`src/rtl/uart_rx_drive.sv`:
```
`default_nettype none
`timescale 1ns/1ps
// ============================================================================
// Module   : uart_rx_drive
// Brief    : UART receiver. Two-flop synchroniser, start-edge detection and a
//            mid-bit sampling FSM (START/DATA/PARITY/STOP). Each frame ends in
//            a one-cycle valid strobe carrying data, parity and framing flags.
//            Define UART_RX_MAJORITY_VOTE_EN to take each bit as the 2-of-3
//            vote of the samples around the nominal sample point.
// Revision : 1.0 - initial release
// ============================================================================
module uart_rx_drive #(
    parameter int P_SYSTEM_CLK      = 50_000_000,
    parameter int P_UART_BUADRATE   = 9600,
    parameter int P_UART_DATA_WIDTH = 8,
    parameter int P_UART_STOP_WIDTH = 1,
    parameter int P_UART_CHECK      = 0
) (
    input  logic                         i_clk,
    input  logic                         i_rst_n,
    input  logic                         i_uart_rx,
    output logic [P_UART_DATA_WIDTH-1:0] o_user_rx_data,
    output logic                         o_user_rx_valid,
    output logic                         o_user_rx_perr,
    output logic                         o_user_rx_ferr,
    output logic                         o_user_rx_busy
);

    localparam int C_DIV   = P_SYSTEM_CLK / P_UART_BUADRATE;
    localparam int C_CNT_W = $clog2(C_DIV);
`ifdef UART_RX_MAJORITY_VOTE_EN
    // The vote is registered one cycle after the last sample, and the FSM
    // consumes it the cycle after that.
    localparam int C_MV_LAT = 2;
`else
    localparam int C_MV_LAT = 0;
`endif
    localparam logic [C_CNT_W-1:0] C_BIT_PT    = C_CNT_W'(C_DIV - 1);
    localparam logic [C_CNT_W-1:0] C_START_PT  = C_CNT_W'(C_DIV / 2 - 1 + C_MV_LAT);
    localparam logic [3:0]         C_LAST_DATA = 4'(P_UART_DATA_WIDTH - 1);
    localparam logic [3:0]         C_LAST_STOP = 4'(P_UART_STOP_WIDTH - 1);

    typedef enum logic [2:0] {
        S_IDLE   = 3'd0,
        S_START  = 3'd1,
        S_DATA   = 3'd2,
        S_PARITY = 3'd3,
        S_STOP   = 3'd4
    } state_t;

    state_t                       state_q, state_d;
    logic                         sync1_q, sync2_q, prev_q;
    logic [C_CNT_W-1:0]           cnt_q, cnt_d;
    logic [3:0]                   bit_q, bit_d;
    logic [P_UART_DATA_WIDTH-1:0] shreg_q, shreg_d;
    logic                         perr_acc_q, perr_acc_d;
    logic                         ferr_acc_q, ferr_acc_d;
    logic [P_UART_DATA_WIDTH-1:0] data_q, data_d;
    logic                         valid_q, valid_d;
    logic                         perr_q, perr_d;
    logic                         ferr_q, ferr_d;
    logic                         busy_q;
    logic                         w_bit;
    logic                         w_start_edge;
    logic                         w_par_x;

    // Two-flop synchroniser plus one delay flop for falling-edge detection
    always_ff @(posedge i_clk or negedge i_rst_n) begin
        if (!i_rst_n) begin
            sync1_q <= 1'b1;
            sync2_q <= 1'b1;
            prev_q  <= 1'b1;
        end else begin
            sync1_q <= i_uart_rx;
            sync2_q <= sync1_q;
            prev_q  <= sync2_q;
        end
    end

    assign w_start_edge = prev_q & ~sync2_q;

`ifdef UART_RX_MAJORITY_VOTE_EN
    logic [1:0] hist_q;
    logic       vote_q;

    // Keep the two previous samples and register the 2-of-3 vote every cycle
    always_ff @(posedge i_clk or negedge i_rst_n) begin
        if (!i_rst_n) begin
            hist_q <= 2'b11;
            vote_q <= 1'b1;
        end else begin
            hist_q <= {hist_q[0], sync2_q};
            vote_q <= (hist_q[1] & hist_q[0]) | (hist_q[1] & sync2_q) | (hist_q[0] & sync2_q);
        end
    end

    assign w_bit = vote_q;
`else
    assign w_bit = sync2_q;
`endif

    // XOR of all data bits and the received parity bit
    assign w_par_x = (^shreg_q) ^ w_bit;

    // Next-state, baud counter and output-strobe logic
    always_comb begin
        state_d    = state_q;
        cnt_d      = cnt_q + 1'b1;
        bit_d      = bit_q;
        shreg_d    = shreg_q;
        perr_acc_d = perr_acc_q;
        ferr_acc_d = ferr_acc_q;
        data_d     = data_q;
        valid_d    = 1'b0;
        perr_d     = perr_q;
        ferr_d     = ferr_q;
        case (state_q)
            S_IDLE: begin
                cnt_d = '0;
                if (w_start_edge) begin
                    state_d = S_START;
                end
            end
            S_START: begin
                if (cnt_q == C_START_PT) begin
                    cnt_d      = '0;
                    bit_d      = '0;
                    perr_acc_d = 1'b0;
                    ferr_acc_d = 1'b0;
                    // A high line at mid start bit was only a glitch
                    state_d    = w_bit ? S_IDLE : S_DATA;
                end
            end
            S_DATA: begin
                if (cnt_q == C_BIT_PT) begin
                    cnt_d   = '0;
                    // LSB arrives first, so shift in from the top
                    shreg_d = {w_bit, shreg_q[P_UART_DATA_WIDTH-1:1]};
                    if (bit_q == C_LAST_DATA) begin
                        bit_d   = '0;
                        state_d = (P_UART_CHECK != 0) ? S_PARITY : S_STOP;
                    end else begin
                        bit_d = bit_q + 4'd1;
                    end
                end
            end
            S_PARITY: begin
                if (cnt_q == C_BIT_PT) begin
                    cnt_d      = '0;
                    perr_acc_d = (P_UART_CHECK == 1) ? ~w_par_x : w_par_x;
                    state_d    = S_STOP;
                end
            end
            S_STOP: begin
                if (cnt_q == C_BIT_PT) begin
                    cnt_d = '0;
                    if (bit_q == C_LAST_STOP) begin
                        // Leave at mid stop bit so the next start edge is caught
                        state_d = S_IDLE;
                        valid_d = 1'b1;
                        data_d  = shreg_q;
                        perr_d  = perr_acc_q;
                        ferr_d  = ferr_acc_q | ~w_bit;
                    end else begin
                        bit_d      = bit_q + 4'd1;
                        ferr_acc_d = ferr_acc_q | ~w_bit;
                    end
                end
            end
            default: begin
                state_d = S_IDLE;
            end
        endcase
    end

    // State, datapath and output registers
    always_ff @(posedge i_clk or negedge i_rst_n) begin
        if (!i_rst_n) begin
            state_q    <= S_IDLE;
            cnt_q      <= '0;
            bit_q      <= '0;
            shreg_q    <= '0;
            perr_acc_q <= 1'b0;
            ferr_acc_q <= 1'b0;
            data_q     <= '0;
            valid_q    <= 1'b0;
            perr_q     <= 1'b0;
            ferr_q     <= 1'b0;
            busy_q     <= 1'b0;
        end else begin
            state_q    <= state_d;
            cnt_q      <= cnt_d;
            bit_q      <= bit_d;
            shreg_q    <= shreg_d;
            perr_acc_q <= perr_acc_d;
            ferr_acc_q <= ferr_acc_d;
            data_q     <= data_d;
            valid_q    <= valid_d;
            perr_q     <= perr_d;
            ferr_q     <= ferr_d;
            busy_q     <= (state_d != S_IDLE);
        end
    end

    assign o_user_rx_data  = data_q;
    assign o_user_rx_valid = valid_q;
    assign o_user_rx_perr  = perr_q;
    assign o_user_rx_ferr  = ferr_q;
    assign o_user_rx_busy  = busy_q;

endmodule
`default_nettype wire

```
`config.mk`:
```
export PLATFORM = sky130hd
export DESIGN_NAME = uart_rx_drive
export DESIGN_NICKNAME = d
export VERILOG_FILES = /design/src/rtl/uart_rx_drive.sv
export SDC_FILE = /design/constraint.sdc
export NUM_CORES = 1
export LEC_CHECK = 0
export ABC_AREA = 1
export BUFFER_PORTS_ARGS = -buffer_cell sky130_fd_sc_hd__buf_2
export CAP_MARGIN = 20
export CORE_MARGIN = 2
export CORE_UTILIZATION = 60
export CTS_BUF_LIST = sky130_fd_sc_hd__clkbuf_16
export DETAILED_ROUTE_END_ITERATION = 6
export PLACE_DENSITY_LB_ADDON = 0.15
export SLEW_MARGIN = 20
export SYNTH_ARGS = -nofsm -noshare
export SYNTH_HDL_FRONTEND = slang
export SYNTH_SLANG_ARGS = --single-unit
```
`constraint.sdc`:
```
create_clock -name i_clk -period 1.8 [get_ports i_clk]
set_input_delay 0.18 -clock i_clk [delete_from_list [all_inputs] [get_ports i_clk]]
set_output_delay 0.18 -clock i_clk [all_outputs]
set_load 0.005 [all_outputs]
```
======== Yosys cells after proc, flatten, opt, wreduce, memory -nomap -nowiden ========
Index checks and enable logic that the tools add are counted.
operators by class
  reduce and logical (&&, ||, !) cells .... 13
  mux-type cells .......................... 27
  add/sub/neg operators ................... 2
  equal/unequal tests ..................... 12
  bitwise logic cells ..................... 4
operator list
  kind                     number
  $pmux W13 S3             1
  $mux W13                 2
  $mux W3                  7
  $mux W4                  5
  $pmux W3 S5              1
  $add A13 B1 Y13 const B  1
  $eq A13 B12 Y1 const B   1
  $eq A13 B13 Y1 const B   1
  $pmux W4 S3              1
  $ne A2 B2 Y1 const B     5
  $reduce_xor A8 Y1        1
  $mux W1                  7
  $eq A3 B2 Y1 const B     2
  $reduce_and A3 Y1        2
  $reduce_bool A3 Y1       2
  $reduce_and A5 Y1        1
  $add A4 B1 Y4 const B    1
  $eq A4 B3 Y1 const B     1
  $logic_not A4 Y1         1
  $pmux W1 S2              2
  $reduce_and A4 Y1        1
  $reduce_bool A2 Y1       2
  $eq A3 B1 Y1 const B     1
  $eq A3 B3 Y1 const B     1
  8 further kinds          8
word-level totals
  logic and storage cells ................. 72
  bits in registers ....................... 45

======== Depth between registers and ports, before layout ========
  depth in word-level cells ............... 5
  depth in mapped cells ................... 11
  gate-level depth less buffers ........... 11

======== Least setup slack after synthesis ========
No wires, ideal clock.
  kind .................................... reg2reg
  from .................................... register cnt_q[0]
  to ...................................... register data_q[6], in the netlist o_user_rx_data[6]
  buffers on the path ..................... 2
  slack ................................... 0.288 ns
  cell stages (with the launch flop) ...... 11
  clock period less this slack ............ 1.512 ns
  data required time ...................... 1.682 ns
  arrival ................................. 1.394 ns
  cell sequence ........................... dfrtp_1 -> ha_1 -> buf_4 -> nand2_2 -> nor2_2 -> nand2_2 -> nor2_4 -> nand2_4 -> buf_6 -> nand2_2 -> o21ai_2
between the ends
  word-level cells in the longest chain between the ends .. 2
RTL lines
  element                             RTL line  RTL
  from (decl)                         53        logic [C_CNT_W-1:0] cnt_q, cnt_d;
  from (signal assigned)              192       cnt_q <= cnt_d;
  $eq A13 B13 Y1                      155       if (cnt_q == C_BIT_PT) begin
  $reduce_and A3 Y1 (no source line)  --
  to (signal assigned)                197       data_q <= data_d;
  to (decl)                           58        logic [P_UART_DATA_WIDTH-1:0] data_q, data_d;
No other way between the ends.
A chain may end at the register's enable or synchronous reset.

======== Worst setup path in the final report ========
  from .................................... register cnt_q[4]
  to ...................................... register cnt_q[0]
between the ends
  word-level cells in the longest chain between the ends .. 3
  elaborated cells between the ends (all ways) .. 5
RTL lines
  element                                                  RTL line  RTL
  $eq A13 B13 Y1 / $eq A13 B12 Y1 (equally long branches)  --
  $mux W13, on equally long branches                       --
  $pmux W13 S3 *                                           117       case (state_q)
  named net cnt_d[0]                                       53
Mark *: on every way through the listed nets, which the timed path passes. The rest lies on a longest branch.

==> flow_summary_export.csv <==
group,metric,value,unit
placement,placement.cell_area,2656,um2
yosys,cell_with_the_most_instances_after_synthesis,"sky130_fd_sc_hd__nand2_1",
sta,finalClockSkew,0.006838,ns
clock_network,cts_tree,"done",
layout,finish.instance_area,2880,um2
clock_network,ctsLongestPathBuffers,2,
route,drt_first_iter_violations,252,
die,fp.dieW,68.92,um
sta,worstMarginPinSlew,0.6755,ns
yosys,ys_ff_latch,45,
yosys,number_of_enable_flip_flop_cells_after_synthesis,0,
sta,worst_hold_slack,0.3595,ns
yosys,synth-seq-area-share,44.68,%
clock_network,path_clk_slew,0.06,ns
yosys,yosysWarningCount,0,
clock_network,ctsHtreeMaxLevel,2,
critical_path,cp-end-kind,"flop",
die,initial_core_util,62.76,%
route,drt_drc_violations_left,0,
die,core,4029,um2
global_route,number_of_antenna_violations_at_the_first_check_in_global_routing,0,
hold_path,hp-class,"flop to flop",
critical_path,worstPathMaxFanout,9,
layout,layout.filler_cells,313,
die,design.portCount,15,
critical_path,setup.worst_path.class,"flop to flop",
layout,num_antenna_cells,0,
placement,routability_congestion_estimate_from_global_placement,1.021,
yosys,synth_async_sr_flop_share,100.0,%
power_and_ir_drop,power_switching_share,25.37,%
layout,nets,354,
route,drt-pass1-iter-count,4,
power_and_ir_drop,clock_power_share,43.6,%
power_and_ir_drop,pwr-share-comb,13.3,%
sta,fin_crit_sh,91.01,%
power_and_ir_drop,ir_worst_vdd,0.0004840,V
route,totalWireLength,5.302,mm
yosys,synth.cell_area,2529,um2
sta,final_critical_path_time_including_i_o_delays_and_setup,1.638,ns
sta,worst_slew_margin_rel,54.97,%
die,die_h,68.92,um
hold_path,hold_path_origin,"sync1_q",
yosys,synth.top_cells.by_count,"96 x sky130_fd_sc_hd__nand2_1, 42 x sky130_fd_sc_hd__dfrtp_1, 42 x sky130_fd_sc_hd__inv_1",
critical_path,timing.critical_path.from,"cnt_q[4]",
yosys,yosysTopAreaCellShare,41.56,%
critical_path,cp.arrival,1.80,ns
sta,grt_setup_unrepaired,"false",
clock_network,postCtsSetupRepairBufs,0,
layout,layoutNonFillerInstCount,399,
yosys,synth.net_count,330,
job,drv.max_cap_violation_count,0,
global_route,globalRouteTotalUtil,25.41,%
route,drt-wirelength-per-cell,13.29,um
clock_network,worstSkewPairLatency,0.28,ns
global_route,grt_pass1_vias,1967,
global_route,grt_overflow,0,
power_and_ir_drop,power_density,931.9,nW/um2
layout,drive_above_1_share,19.48,%
yosys,synth_ff_type,"sky130_fd_sc_hd__dfrtp_1",
route,vias,2134,
power_and_ir_drop,static-leakage-power,1.443,nW
sta,final.setup.tns,0,ns
power_and_ir_drop,sequentialPowerShare,43.1,%
layout,synth_to_layout_area_growth,13.90,%
clock_network,cts_inserted_buffers,5,
route,drt-vias-per-instance,5.348,
yosys,synth_area_leader_cell,"sky130_fd_sc_hd__dfrtp_1",
route,antenna_violating_nets_post_route,0,
power_and_ir_drop,cell_internal_pwr,2.003,mW
sta,maxClockFrequency,610.4,MHz
clock_network,cts-root-buf,"sky130_fd_sc_hd__clkbuf_16",
critical_path,startpoint_type,"flop",
yosys,synth_cell_types,26,
power_and_ir_drop,net-switching-power,0.6810,mW
placement,placedCellCount,388,
yosys,synthTopCellsByArea,"sky130_fd_sc_hd__dfrtp_1 42%, sky130_fd_sc_hd__nand2_1 14%, sky130_fd_sc_hd__inv_1 6.2%",
global_route,pin_count_of_the_biggest_net_entering_global_routing,32,
placement,io_buffer_count,14,
die,placement_rows,23,
clock_network,numClockSinks,45,
placement,place.detailed.hpwl,3.795,mm
sta,final_max_slew_viol_count,0,
yosys,post_synth_inst_count,324,
critical_path,crit_required,1.97,ns
global_route,first_pass_grt_wire_length,8.783,mm
sta,finalSetupViolCount,0,
die,full_die_area,4750,um2
sta,finalHoldViolations,0,
power_and_ir_drop,report.power.total,2.684,mW
yosys,mean_syn_cell_area,7.805,um2
critical_path,r2r_start,"cnt_q[4]",
status,run_status,"finished clean",
## per-stage QoR
step	setup slack (ns)	util, %
2_1_floorplan	0.2877	-
3_3_place_gp	0.2011	65.93
3_5_place_dp	0.1335	65.93
4_1_cts	0.1225	71.15
5_1_grt	0.02556	71.49
6_report	0.1618	71.49
## cell usage in the layout (no fill, tap or decap), types with 2 or more instances in the layout
| master | instances |
|---|---|
| sky130_fd_sc_hd__o21ai_2 | 16 |
| sky130_fd_sc_hd__nand2_4 | 3 |
| sky130_fd_sc_hd__xnor2_1 | 2 |
| sky130_fd_sc_hd__clkbuf_16 | 5 |
| sky130_fd_sc_hd__dfstp_2 | 3 |
| sky130_fd_sc_hd__buf_4 | 4 |
| sky130_fd_sc_hd__dlygate4sd3_1 | 2 |
| sky130_fd_sc_hd__bufinv_16 | 2 |
| sky130_fd_sc_hd__ha_1 | 2 |
| sky130_fd_sc_hd__inv_2 | 2 |
| sky130_fd_sc_hd__xor2_1 | 7 |
| sky130_fd_sc_hd__a21oi_1 | 2 |
| sky130_fd_sc_hd__nor2_1 | 33 |
| sky130_fd_sc_hd__buf_2 | 14 |
| sky130_fd_sc_hd__nor3_1 | 2 |
| sky130_fd_sc_hd__o21ai_0 | 3 |
| sky130_fd_sc_hd__dfrtp_1 | 42 |
| sky130_fd_sc_hd__nand2_2 | 8 |
| sky130_fd_sc_hd__nand4_1 | 15 |
| sky130_fd_sc_hd__nand3_1 | 31 |
| sky130_fd_sc_hd__nor2_2 | 2 |
| sky130_fd_sc_hd__inv_1 | 42 |
| sky130_fd_sc_hd__nand2_1 | 96 |
| sky130_fd_sc_hd__nor2_4 | 5 |
## worst paths after layout
kind                       cells after the start         end  slack [ns]
hold / removal                                 0     sync2_q        0.36
hold reg to reg                                0     sync2_q        0.36
setup reg to reg                               8    cnt_q[0]        0.16
max in group asynchronous                      3   cnt_q[12]        0.73
setup / recovery                               8    cnt_q[0]        0.16
min in group asynchronous                      2  shreg_q[7]        0.49
## power groups by stage
stage,clock network [mW],registers [mW],logic (mW)
floorplan,0,1.14,0.269
global placement,0,1.17,0.330
detailed placement,0,1.17,0.334
CTS,1.19,1.15,0.342
global route,1.24,1.16,0.411
finish,1.17,1.16,0.358
## state kept, by name, indices dropped and copies added, names as in the netlist
| signal | count |
|---|---|
| bit_q | 4 |
| cnt_q | 13 |
| ferr_acc_q | 1 |
| o_user_rx_busy | 1 |
| o_user_rx_data | 8 |
| o_user_rx_ferr | 1 |
| o_user_rx_perr | 1 |
| o_user_rx_valid | 1 |
| perr_acc_q | 1 |
| prev_q | 1 |
| shreg_q | 8 |
| state_q | 3 |
| sync1_q | 1 |
| sync2_q | 1 |
## kinds of logic after synthesis
family	after synthesis	synth area share, %
AO/OA/AOI/OAI	24	7.422
XOR/XNOR	9	3.117
adder cells (fa/ha/maj)	3	1.485
buffers and inverters	48	7.917
flip-flops	45	44.68
AND/OR/NAND/NOR	195	35.38
## routing by layer
layer  global-route usage, %  wire length (um)  up-vias
li1                        -                 -     1078
met4                   10.05               116        0
met2                   42.67              2577       56
met5                       0                 0        -
met1                   31.25              2313      986
met3                   6.494               294       14
## repair_timing
action                                 4_1_cts  5_1_grt
resized for setup                            0        2
endpoints found under the hold margin       27        0
setup endpoints to repair                    0        8
hold buffers                                 2        0
## layout make-up
type | instances | area [um2] | share of cell area, %
Multi-Input combinational cell | 232 | 1212 | 42.09
Sequential cell | 45 | 1130 | 39.23
Inverter | 44 | 165.2 | 5.734
Clock buffer | 5 | 125.1 | 4.344
Timing Repair Buffer | 20 | 120.1 | 4.170
Clock inverter | 3 | 65.06 | 2.259
Tap cell | 50 | 62.56 | 2.172
## critical path, stage by stage (launching register included)
cell and delay (ns):
sky130_fd_sc_hd__dfrtp_1 0.46, sky130_fd_sc_hd__inv_1 0.12, sky130_fd_sc_hd__nand2_1 0.06, sky130_fd_sc_hd__nor2_1 0.19, sky130_fd_sc_hd__nand3_1 0.12, sky130_fd_sc_hd__nand2_2 0.17
sky130_fd_sc_hd__nand2_2 0.13, sky130_fd_sc_hd__nor2_4 0.20, sky130_fd_sc_hd__nor2_1 0.07
(Power assumes the default switching activity.)
